$ cat src/rtl/mem_rd_arbiter_if.sv
// Read-port bundle between the memory read arbiter, its readers and memory port B.
interface mem_rd_arbiter_if #(
  parameter int unsigned N_REQ      = 4,
  parameter int unsigned ADDR_WIDTH = 9,
  parameter int unsigned DATA_WIDTH = 64
);
  logic                          stream_rd_en;
  logic [ADDR_WIDTH-1:0]         stream_rd_addr;
  logic                          stream_valid;
  logic [N_REQ-1:0]              req;
  logic [N_REQ*ADDR_WIDTH-1:0]   req_addr;
  logic [N_REQ-1:0]              valid;
  logic                          mem_rd_en;
  logic [ADDR_WIDTH-1:0]         mem_rd_addr;
  logic [DATA_WIDTH-1:0]         mem_dout;
  logic [DATA_WIDTH-1:0]         dout;
  logic                          err;

  // Arbiter side.
  modport slave (
    input  stream_rd_en, stream_rd_addr, req, req_addr, mem_dout,
    output stream_valid, valid, mem_rd_en, mem_rd_addr, dout, err
  );

  // Readers and memory side.
  modport master (
    output stream_rd_en, stream_rd_addr, req, req_addr, mem_dout,
    input  stream_valid, valid, mem_rd_en, mem_rd_addr, dout, err
  );
endinterface

$ cat src/rtl/mem_rd_arbiter.sv
// Memory read-port arbiter: always-granted stream plus N_REQ round-robin single-word readers.
// Optional protocol checker enabled by defining MEM_RD_ARB_CHECK_EN.
module mem_rd_arbiter #(
  parameter int unsigned N_REQ      = 4,
  parameter int unsigned ADDR_WIDTH = 9,
  parameter int unsigned DATA_WIDTH = 64,
  parameter int unsigned RD_LATENCY = 1
) (
  input logic              CLK,
  input logic              RST,
  mem_rd_arbiter_if.slave  bus
);
  localparam int unsigned PTR_W = (N_REQ > 1) ? $clog2(N_REQ) : 1;

  logic [PTR_W-1:0]      rr_ptr;
  logic [PTR_W-1:0]      nxt_ptr;
  logic [N_REQ-1:0]      inflight;
  logic [N_REQ-1:0]      elig;
  logic [N_REQ-1:0]      grant;
  logic                  found;
  logic [RD_LATENCY-1:0] tag_stream;
  logic [N_REQ-1:0]      tag_req [RD_LATENCY];

  assign elig = bus.req & ~inflight;

  // Round-robin as two passes: first eligible at/after rr_ptr, else first eligible overall.
  always_comb begin
    grant           = '0;
    found           = 1'b0;
    nxt_ptr         = rr_ptr;
    bus.mem_rd_addr = bus.stream_rd_addr;
    if (!bus.stream_rd_en) begin
      for (int unsigned i = 0; i < N_REQ; i++) begin
        if (!found && elig[i] && (i >= 32'(rr_ptr))) begin
          found           = 1'b1;
          grant[i]        = 1'b1;
          nxt_ptr         = (i == N_REQ - 1) ? '0 : PTR_W'(i + 1);
          bus.mem_rd_addr = bus.req_addr[i*ADDR_WIDTH +: ADDR_WIDTH];
        end
      end
      for (int unsigned i = 0; i < N_REQ; i++) begin
        if (!found && elig[i]) begin
          found           = 1'b1;
          grant[i]        = 1'b1;
          nxt_ptr         = (i == N_REQ - 1) ? '0 : PTR_W'(i + 1);
          bus.mem_rd_addr = bus.req_addr[i*ADDR_WIDTH +: ADDR_WIDTH];
        end
      end
    end
  end

  assign bus.mem_rd_en = bus.stream_rd_en | (|grant);

  always_ff @(posedge CLK or posedge RST) begin
    if (RST) begin
      rr_ptr     <= '0;
      inflight   <= '0;
      tag_stream <= '0;
      for (int unsigned s = 0; s < RD_LATENCY; s++) tag_req[s] <= '0;
    end else begin
      rr_ptr        <= nxt_ptr;
      inflight      <= (inflight & ~bus.valid) | grant;
      tag_stream[0] <= bus.stream_rd_en;
      tag_req[0]    <= grant;
      for (int unsigned s = 1; s < RD_LATENCY; s++) begin
        tag_stream[s] <= tag_stream[s-1];
        tag_req[s]    <= tag_req[s-1];
      end
    end
  end

  assign bus.stream_valid = tag_stream[RD_LATENCY-1];
  assign bus.valid        = tag_req[RD_LATENCY-1];
  assign bus.dout         = DATA_WIDTH'(bus.mem_dout);

`ifdef MEM_RD_ARB_CHECK_EN
  logic                        err_q;
  logic [N_REQ*ADDR_WIDTH-1:0] addr_q;
  logic [N_REQ-1:0]            drop_viol;
  logic [N_REQ-1:0]            addr_viol;

  // Only reads still waiting for their valid are protected.
  always_comb begin
    drop_viol = '0;
    addr_viol = '0;
    for (int unsigned i = 0; i < N_REQ; i++) begin
      drop_viol[i] = inflight[i] & ~bus.valid[i] & ~bus.req[i];
      addr_viol[i] = inflight[i] & ~bus.valid[i] &
                     (bus.req_addr[i*ADDR_WIDTH +: ADDR_WIDTH] != addr_q[i*ADDR_WIDTH +: ADDR_WIDTH]);
    end
  end

  always_ff @(posedge CLK or posedge RST) begin
    if (RST) begin
      err_q  <= 1'b0;
      addr_q <= '0;
    end else begin
      addr_q <= bus.req_addr;
      if (|(drop_viol | addr_viol)) begin
        err_q <= 1'b1;
`ifndef SYNTHESIS
        $display("mem_rd_arbiter: protocol violation drop=%b addr_change=%b", drop_viol, addr_viol);
`endif
      end
    end
  end

  assign bus.err = err_q;
`else
  assign bus.err = 1'b0;
`endif
endmodule

$ cat src/flat_wrapper.sv
// flat-port wrapper written by rule: the top's interface ports become plain ports
module mem_rd_arbiter_flat 
#(
  parameter int unsigned N_REQ      = 4,
  parameter int unsigned ADDR_WIDTH = 9,
  parameter int unsigned DATA_WIDTH = 64,
  parameter int unsigned RD_LATENCY = 1
)
  (CLK, RST, bus_stream_rd_en, bus_stream_rd_addr, bus_req, bus_req_addr, bus_mem_dout, bus_stream_valid, bus_valid, bus_mem_rd_en, bus_mem_rd_addr, bus_dout, bus_err);
  mem_rd_arbiter_if #(.N_REQ(N_REQ), .ADDR_WIDTH(ADDR_WIDTH), .DATA_WIDTH(DATA_WIDTH)) bus_i ();
  input logic CLK;
  input logic RST;
  input wire logic [$bits(bus_i.stream_rd_en)-1:0] bus_stream_rd_en;
  input wire logic [$bits(bus_i.stream_rd_addr)-1:0] bus_stream_rd_addr;
  input wire logic [$bits(bus_i.req)-1:0] bus_req;
  input wire logic [$bits(bus_i.req_addr)-1:0] bus_req_addr;
  input wire logic [$bits(bus_i.mem_dout)-1:0] bus_mem_dout;
  output wire logic [$bits(bus_i.stream_valid)-1:0] bus_stream_valid;
  output wire logic [$bits(bus_i.valid)-1:0] bus_valid;
  output wire logic [$bits(bus_i.mem_rd_en)-1:0] bus_mem_rd_en;
  output wire logic [$bits(bus_i.mem_rd_addr)-1:0] bus_mem_rd_addr;
  output wire logic [$bits(bus_i.dout)-1:0] bus_dout;
  output wire logic [$bits(bus_i.err)-1:0] bus_err;
  assign bus_i.stream_rd_en = bus_stream_rd_en;
  assign bus_i.stream_rd_addr = bus_stream_rd_addr;
  assign bus_i.req = bus_req;
  assign bus_i.req_addr = bus_req_addr;
  assign bus_i.mem_dout = bus_mem_dout;
  assign bus_stream_valid = bus_i.stream_valid;
  assign bus_valid = bus_i.valid;
  assign bus_mem_rd_en = bus_i.mem_rd_en;
  assign bus_mem_rd_addr = bus_i.mem_rd_addr;
  assign bus_dout = bus_i.dout;
  assign bus_err = bus_i.err;
  mem_rd_arbiter #(.N_REQ(N_REQ), .ADDR_WIDTH(ADDR_WIDTH), .DATA_WIDTH(DATA_WIDTH), .RD_LATENCY(RD_LATENCY)) u_core (.CLK(CLK), .RST(RST), .bus(bus_i));
endmodule
$ cat config.mk
export PLATFORM = sky130hd
export DESIGN_NAME = mem_rd_arbiter_flat
export DESIGN_NICKNAME = d
export VERILOG_FILES = /design/src/rtl/mem_rd_arbiter_if.sv /design/src/rtl/mem_rd_arbiter.sv /design/src/flat_wrapper.sv
export SDC_FILE = /design/constraint.sdc
export NUM_CORES = 1
export LEC_CHECK = 0
export ABC_AREA = 1
export CAP_MARGIN = 10
export CORE_MARGIN = 2
export CORE_UTILIZATION = 29
export CTS_CLUSTER_SIZE = 40
export DETAILED_ROUTE_END_ITERATION = 7
export GPL_TIMING_DRIVEN = 0
export PLACE_DENSITY = 0.78
export SYNTH_ARGS = -nofsm -noshare
export SYNTH_HDL_FRONTEND = slang
export SYNTH_SLANG_ARGS = --single-unit
$ cat constraint.sdc
create_clock -name CLK -period 1.75 [get_ports CLK]
set_clock_uncertainty 0.1 [all_clocks]
set_input_delay 0.35 -clock CLK [delete_from_list [all_inputs] [get_ports CLK]]
set_output_delay 0.35 -clock CLK [all_outputs]
set_load 0.05 [all_outputs]
==> results of run 1 <==
==> cell families (layout without fill, tap and decap cells) <==
kind of cell / count (synthesis) / in the layout
AO/OA/AOI/OAI: 17 / 17
buffers and inverters: 143 / 306
flip-flops: 11 / 11
other: 1 / 1
AND/OR/NAND/NOR: 212 / 213
==> state kept, by name, indices dropped and copies added, names as in the netlist <==
register	cells
u_core.rr_ptr	2
u_core.bus.valid	4
u_core.bus.stream_valid	1
u_core.inflight	4
==> repair_timing <==
| item | in CTS | in global routing |
|---|---|---|
| endpoints found under the setup margin | 23 | 18 |
| gates cloned | 3 | 1 |
| resized for setup | 129 | 49 |
| setup buffers | 34 | 7 |
| pin swaps | 20 | 37 |
| endpoints found under the hold margin | 0 | 0 |
==> cell usage in the layout, fill, tap and decap left out <==
cell type                           n
sky130_fd_sc_hd__nand3_4            7
sky130_fd_sc_hd__a21oi_4            9
sky130_fd_sc_hd__buf_6             27
sky130_fd_sc_hd__o22ai_1            2
sky130_fd_sc_hd__buf_12             2
sky130_fd_sc_hd__nor2_2            16
sky130_fd_sc_hd__dlygate4sd2_1      9
sky130_fd_sc_hd__nand4_1           21
sky130_fd_sc_hd__buf_4             81
sky130_fd_sc_hd__clkbuf_2           1
sky130_fd_sc_hd__dfrtp_2            2
sky130_fd_sc_hd__clkinv_2           1
sky130_fd_sc_hd__buf_8              3
sky130_fd_sc_hd__inv_4              1
sky130_fd_sc_hd__nor2_1            31
sky130_fd_sc_hd__nand2_2           17
sky130_fd_sc_hd__nand2_4            5
sky130_fd_sc_hd__nand3_2            9
sky130_fd_sc_hd__buf_16             1
sky130_fd_sc_hd__clkbuf_8           4
sky130_fd_sc_hd__dfrtp_1            9
sky130_fd_sc_hd__inv_2              4
sky130_fd_sc_hd__a21oi_1            1
sky130_fd_sc_hd__clkbuf_1           1
sky130_fd_sc_hd__clkdlybuf4s50_1  111
sky130_fd_sc_hd__inv_1             56
sky130_fd_sc_hd__o21ai_2            2
sky130_fd_sc_hd__conb_1             1
sky130_fd_sc_hd__nand3_1           37
sky130_fd_sc_hd__o21ai_1            3
sky130_fd_sc_hd__nand2_1           61
sky130_fd_sc_hd__nand4_4            1
sky130_fd_sc_hd__buf_2              4
sky130_fd_sc_hd__nor2_4             8
==> synthesized netlist by cell type, drive strengths merged <==
master | n | area (um^2)
inv | 61 | 229
nand2 | 83 | 314
nor2 | 55 | 257
clkbuf | 2 | 7.51
nand4 | 22 | 153
clkinv | 1 | 3.75
o21ai | 5 | 25.0
buf | 79 | 578
conb | 1 | 3.75
nand3 | 52 | 283
a21oi | 10 | 83.8
dfrtp | 11 | 275
o22ai | 2 | 12.5
==> worst paths after layout <==
check	start	to	cells after the start	slack, ns
setup reg to reg	u_core.rr_ptr[1]$_DFFE_PP0P_	u_core.rr_ptr[1]$_DFFE_PP0P_	12	-0.20
hold reg to reg	u_core.bus.valid[3]$_DFF_PP0_	u_core.inflight[3]$_DFF_PP0_	1	0.34
setup / recovery	u_core.inflight[1]$_DFF_PP0_	bus_mem_rd_addr[3]	12	-0.78
hold / removal	RST	u_core.inflight[1]$_DFF_PP0_	2	0.31
min in group CLK	u_core.bus.valid[3]$_DFF_PP0_	u_core.inflight[3]$_DFF_PP0_	1	0.34
max in group asynchronous	RST	u_core.rr_ptr[1]$_DFFE_PP0P_	2	0.91
==> where the power goes <==
group / leakage (nW) / total (mW) / switching, mW / internal (mW)
Combinational: 2.09 / 1.76 / 1.02 / 0.741
Sequential: 0.124 / 0.335 / 0.0484 / 0.287
Clock: 0.0228 / 0.259 / 0.0986 / 0.160
==> per-stage QoR <==
stage | setup WS (ns) | area [um^2] | cells | total power, mW
floorplan | -0.356 | 2330 | 384 | 1.32
global placement | -1.67 | 3760 | 613 | 1.76
detailed placement | -1.70 | 3760 | 613 | 1.78
CTS | -0.703 | 4220 | 646 | 2.21
global route | -0.859 | 4390 | 647 | 2.46
finish | -0.776 | 4390 | 647 | 2.35
==> worst register-to-register path: stages (launching register included) <==
cell	delay, ns
sky130_fd_sc_hd__dfrtp_2	0.45
sky130_fd_sc_hd__nor2_4	0.07
sky130_fd_sc_hd__nand2_4	0.10
sky130_fd_sc_hd__nand3_4	0.09
sky130_fd_sc_hd__nor2_4	0.21
sky130_fd_sc_hd__buf_8	0.17
sky130_fd_sc_hd__buf_6	0.10
sky130_fd_sc_hd__nand3_4	0.07
sky130_fd_sc_hd__nand2_4	0.08
sky130_fd_sc_hd__buf_6	0.10
sky130_fd_sc_hd__o21ai_2	0.06
sky130_fd_sc_hd__o21ai_1	0.14
sky130_fd_sc_hd__inv_1	0.08
==> metal layers <==
layer | share of wire (%) | global-route usage, %
met1 | 36 | 25.3
met2 | 49 | 37.7
met3 | 12 | 4.15
met4 | 3.2 | 9.85
met5 | 0 | 0
==> cell type report <==
type                            instances  area share, %
Sequential cell                        11           6.33
Tap cell                               99           2.82
Clock buffer                            4           1.03
Buffer                                 80           14.3
Timing Repair Buffer                  160           37.1
Multi-Input combinational cell        231           33.0
Inverter                               62           5.39
==> flow_metrics.env, run 1 <==
export IMPL_run_status="complete, but fails checks"
export IMPL_violations="setup timing"
export IMPL_floorplan_initialDensity_pct=30.3
export IMPL_largest_net_degree_at_the_start_of_global_routing=12
export IMPL_ys_seq_area_share_pct=12.4
export IMPL_synth_xor_xnor_area_share_pct=0
export IMPL_die_h_um=91.6
export IMPL_wire_length_of_the_first_global_routing_pass_mm=14.8
export IMPL_number_of_distinct_library_cell_variants_in_the_gate_level_netlist_after_synthesis=24
export IMPL_p_leak_nw=2.23
export IMPL_slew_limit_headroom_pct=65.7
export IMPL_finalCoreUtilization_pct=59.8
export IMPL_cts_inserted_buffers=3
export IMPL_cts_sink_count=11
export IMPL_synthesized_nets=500
export IMPL_vias=3197
export IMPL_initial_antenna_violation_count=0
export IMPL_drt_wl_total_mm=9.81
export IMPL_yosys_mux_area_fraction_pct=0
export IMPL_port_buffer_count=130
export IMPL_finalWeightedCongestion=0.896
export IMPL_cts_max_path_buffers=2
export IMPL_die_x_um=91.6
export IMPL_timing_hold_worst_class="in2async"
export IMPL_main_combinational_cell_family_by_area_after_synthesis="simple AND/OR/NAND/NOR gates"
export IMPL_cpLargestDelayFamily="simple AND/OR/NAND/NOR gates"
export IMPL_fraction_of_layout_instances_using_a_drive_strength_above_1_pct=37.4
export IMPL_core_area_mm2=0.00733
export IMPL_timing_critical_path_to_type="output port"
export IMPL_route_antenna_remaining_nets=0
export IMPL_cp_buffers_inverters=4
export IMPL_ios=196
export IMPL_placement_rows=31
export IMPL_fill_cells=636
export IMPL_timing_critical_path_slowest_stage_cell="sky130_fd_sc_hd__dfrtp_1"
export IMPL_clock_insertion_delay_worst_skew_ns=0.24
export IMPL_maxSlewViolCount=0
export IMPL_yosysWarnings=0
export IMPL_critical_path_max_stage_delay_ns=0.37
export IMPL_max_vdd_ir_drop_mv=0.266
export IMPL_drt_first_pass_iters=5
export IMPL_post_route_drc_count=0
export IMPL_vias_per_cell=4.94
export IMPL_finalHoldViolCount=0
export IMPL_final_critical_path_setup_slack_ns=-0.776
export IMPL_cts_max_level=1
export IMPL_place_hpwl_mm=6.40
export IMPL_synthesis_area_mm2=0.00222
export IMPL_synthToLayoutAreaGrowth_pct=97.1
export IMPL_postSynthCellCount=384
export IMPL_cts_hold_fix_buffers=0
export IMPL_fmax_ghz=0.396
export IMPL_worstPathArrival_ns=2.08
export IMPL_finish_net_count=665
export IMPL_num_antenna_cells=0
export IMPL_cp_required_ns=1.30
export IMPL_hold_worst_slack_ns=0.311
export IMPL_timing_critical_path_fanout_max=5
export IMPL_detail_route_wl_per_cell_um=15.2
export IMPL_powerDensity_mw_per_mm2=537
export IMPL_setup_violations_final=12
export IMPL_drt_iter0_markers=249
export IMPL_synth_simple_gate_area_share_pct=45.2
export IMPL_grt_total_usage_pct=21.6
export IMPL_critPathKind="reg2out"
export IMPL_root_buffer="sky130_fd_sc_hd__clkbuf_8"
export IMPL_ys_ff_latch=11
export IMPL_multi_input_area_mm2=0.00145
export IMPL_maxCapViolCount=0
export IMPL_cp_cell_sequence="inv_1 -> nand3_4 -> buf_6 -> nand4_1 -> nor2_4 -> buf_6 -> nor2_2 -> nand2_2 -> nand2_2 -> nand2_2 -> a21oi_4 -> buf_6"
export IMPL_first_global_vias=3152
export IMPL_cts_tree="yes"
export IMPL_total_die_area_mm2=0.00839
export IMPL_worst_slew_pin_slew_ns=0.512
export IMPL_setup_total_negative_slack_ns=-7.51
export IMPL_clk_transition_reported_paths_ns=0.05
export IMPL_finalCritPeriodShare_pct=144
export IMPL_global_route_overflow_total=0
export IMPL_grt_setup_unrepaired="yes"
export IMPL_syn_mean_instance_area_um2=5.79
export IMPL_synth_compound_gate_area_share_pct=5.46
export IMPL_fraction_of_the_mapped_netlist_area_in_adder_cells_pct=0
export IMPL_register_area_um2=278
export IMPL_timing_critical_path_from_type="flop"
export IMPL_post_route_min_period_ns=2.53
Note: power is estimated with default switching activity, not from simulation.
==> inputs of run 2 (changes only) <==
--- a/config.mk
+++ b/config.mk
@@ -6,7 +6,6 @@
 export NUM_CORES = 1
 export LEC_CHECK = 0
 export ABC_AREA = 1
-export CAP_MARGIN = 10
 export CORE_MARGIN = 2
 export CORE_UTILIZATION = 29
 export CTS_CLUSTER_SIZE = 40
==> results of run 2 <==
The final DEF is identical to that of run 1; final timing and power are the same.
==> inputs of run 3 (changes only) <==
==> constraint.sdc (replaced) <==
create_clock -name CLK -period 1.75 [get_ports CLK]
set_clock_uncertainty 0.1 [all_clocks]
set_input_delay 0.35 -clock CLK [delete_from_list [all_inputs] [get_ports CLK]]
set_output_delay 0.35 -clock CLK [all_outputs]
set_load 0.02 [all_outputs]
==> run 3 against run 2 <==
The run still ends with setup timing left. Worst setup slack gained 0.082 ns. Total power shrank 19%. Non-clock buffer count shrank 3. Maximum frequency grew 3.4%. Sequential share of layout area grew 0.19 points. Sequential cell count is the same. Critical endpoint is now bus_mem_rd_addr[8]. Highest routed layer unchanged.
==> flow_metrics.env, run 3 (synthesis results as in run 1) <==
export IMPL_drt_iter0_markers=317
export IMPL_finalCoreUtilization_pct=57.9
export IMPL_timing_critical_path_slowest_stage_cell="sky130_fd_sc_hd__dfrtp_1"
export IMPL_setup_worst_path_start="u_core.rr_ptr[0]$_DFFE_PP0P_"
export IMPL_core_area_mm2=0.00733
export IMPL_critPathKind="reg2out"
export IMPL_cts_inserted_buffers=3
export IMPL_cp_cell_sequence="nor2_4 -> nand2_4 -> nand4_1 -> buf_6 -> nor2_1 -> nor2_4 -> nand2_1 -> nand2_1 -> nand2_2 -> a21oi_4 -> buf_6"
export IMPL_setup_total_negative_slack_ns=-6.81
export IMPL_cp_buffers_inverters=2
export IMPL_final_cell_count_no_fill=645
export IMPL_placed_cells_incl_taps=613
export IMPL_rr_startpoint="u_core.rr_ptr[0]$_DFFE_PP0P_"
export IMPL_max_vdd_ir_drop_mv=0.271
export IMPL_cts_max_level=1
export IMPL_violations="setup timing"
export IMPL_cts_max_path_buffers=2
export IMPL_setup_violations_final=13
export IMPL_p_leak_nw=2.15
export IMPL_maxSlewViolCount=0
export IMPL_timing_critical_path_from_type="flop"
export IMPL_die_h_um=91.6
export IMPL_port_buffer_count=130
export IMPL_first_global_vias=3066
export IMPL_cp_num_cells=11
export IMPL_rr_worst_depth=11
export IMPL_num_antenna_cells=0
export IMPL_powerDensity_mw_per_mm2=451
export IMPL_run_status="complete, but fails checks"
export IMPL_timing_rr_end="u_core.rr_ptr[1]$_DFFE_PP0P_"
export IMPL_final_cell_area_mm2=0.00424
export IMPL_cpLargestDelayFamily="simple AND/OR/NAND/NOR gates"
export IMPL_cts_tree="yes"
export IMPL_drt_wl_total_mm=8.95
export IMPL_vias_per_cell=4.78
export IMPL_critPathCapture="bus_mem_rd_addr[8]"
export IMPL_total_die_area_mm2=0.00839
export IMPL_worstPathArrival_ns=1.99
export IMPL_most_frequent_standard_cell_in_the_layout_excluding_fill_and_tap_cells="sky130_fd_sc_hd__clkdlybuf4s50_1"
export IMPL_timing_critical_path_to_type="output port"
export IMPL_timing_hold_worst_class="in2async"
export IMPL_grt_setup_unrepaired="yes"
export IMPL_regToRegSetupSlack_ns=-0.21
export IMPL_postPlaceCellArea_mm2=0.00375
export IMPL_detail_route_wl_per_cell_um=13.9
export IMPL_total_power_mw=1.91
export IMPL_clock_insertion_delay_worst_skew_ns=0.23
export IMPL_root_buffer="sky130_fd_sc_hd__clkbuf_8"
export IMPL_finish_net_count=663
export IMPL_ios=196
export IMPL_synthToLayoutAreaGrowth_pct=90.7
export IMPL_place_hpwl_mm=6.32
export IMPL_cts_hold_fix_buffers=0
export IMPL_clk_transition_reported_paths_ns=0.05
export IMPL_finalWeightedCongestion=0.898
export IMPL_wire_length_of_the_first_global_routing_pass_mm=13.7
export IMPL_fraction_of_layout_instances_using_a_drive_strength_above_1_pct=35.0
export IMPL_maxCapViolCount=0
export IMPL_route_antenna_remaining_nets=0
export IMPL_global_route_overflow_total=0
export IMPL_vias=3083
export IMPL_post_route_min_period_ns=2.44
export IMPL_timing_critical_path_fanout_max=5
export IMPL_finalCritPeriodShare_pct=140
export IMPL_drt_first_pass_iters=5
export IMPL_critical_path_max_stage_delay_ns=0.44
export IMPL_finalHoldViolCount=0
export IMPL_initial_antenna_violation_count=0
export IMPL_die_x_um=91.6
export IMPL_placement_rows=31
export IMPL_fmax_ghz=0.409
export IMPL_grt_total_usage_pct=19.8
export IMPL_largest_net_degree_at_the_start_of_global_routing=12
export IMPL_final_critical_path_setup_slack_ns=-0.694
export IMPL_post_route_drc_count=0
export IMPL_mostFrequentLayoutCells="sky130_fd_sc_hd__clkdlybuf4s50_1 (116), sky130_fd_sc_hd__buf_4 (85), sky130_fd_sc_hd__nand2_1 (62)"
export IMPL_cp_required_ns=1.30
export IMPL_floorplan_initialDensity_pct=30.3
export IMPL_cts_sink_count=11
## run 3: repair_timing
| item | in CTS | in global routing |
|---|---|---|
| gates cloned | 3 | 2 |
| setup endpoints to repair | 18 | 18 |
| setup buffers | 21 | 2 |
| resized for setup | 94 | 35 |
| pin swaps | 20 | 20 |
## run 3: power breakdown
part	internal (mW)	switching, mW	total [mW]
Clock	0.159	0.0870	0.246
Sequential	0.287	0.0413	0.328
Combinational	0.651	0.687	1.34
## run 3: area by class of cell
cell class,count,area (um^2)
Buffer,81,636
Clock buffer,4,45.0
Fill cell,631,3090
Inverter,62,234
Multi-Input combinational cell,232,1360
Sequential cell,11,277
Tap cell,99,124
Timing Repair Buffer,156,1560
## run 3: how the worst min path moves through the flow
stage	to	slack [ns]	depth (start not counted)
floorplan	u_core.bus.stream_valid$_DFF_PP0_	0.10	1
global placement	u_core.inflight[0]$_DFF_PP0_	0.35	1
detailed placement	u_core.inflight[2]$_DFF_PP0_	0.35	1
CTS	u_core.bus.valid[3]$_DFF_PP0_	0.31	2
global route	u_core.rr_ptr[0]$_DFFE_PP0P_	0.35	2
finish	u_core.bus.valid[3]$_DFF_PP0_	0.30	2
## run 3: metrics by stage
stage | setup WS (ns) | hold slack, ns
finish | -0.694 | 0.301
global route | -0.783 | 0.348
CTS | -0.629 | 0.315
detailed placement | -1.45 | 0.353
global placement | -1.43 | 0.350
floorplan | -0.212 | 0.102
## run 3: layer usage
| metal | vias up | GRT usage (%) | wire, um |
|---|---|---|---|
| met5 | - | 0 | 0 |
| met1 | 1351 | 22.4 | 3240 |
| met4 | 0 | 7.95 | 247 |
| met3 | 33 | 5.23 | 1170 |
| li1 | 1458 | - | - |
| met2 | 241 | 35.0 | 4300 |
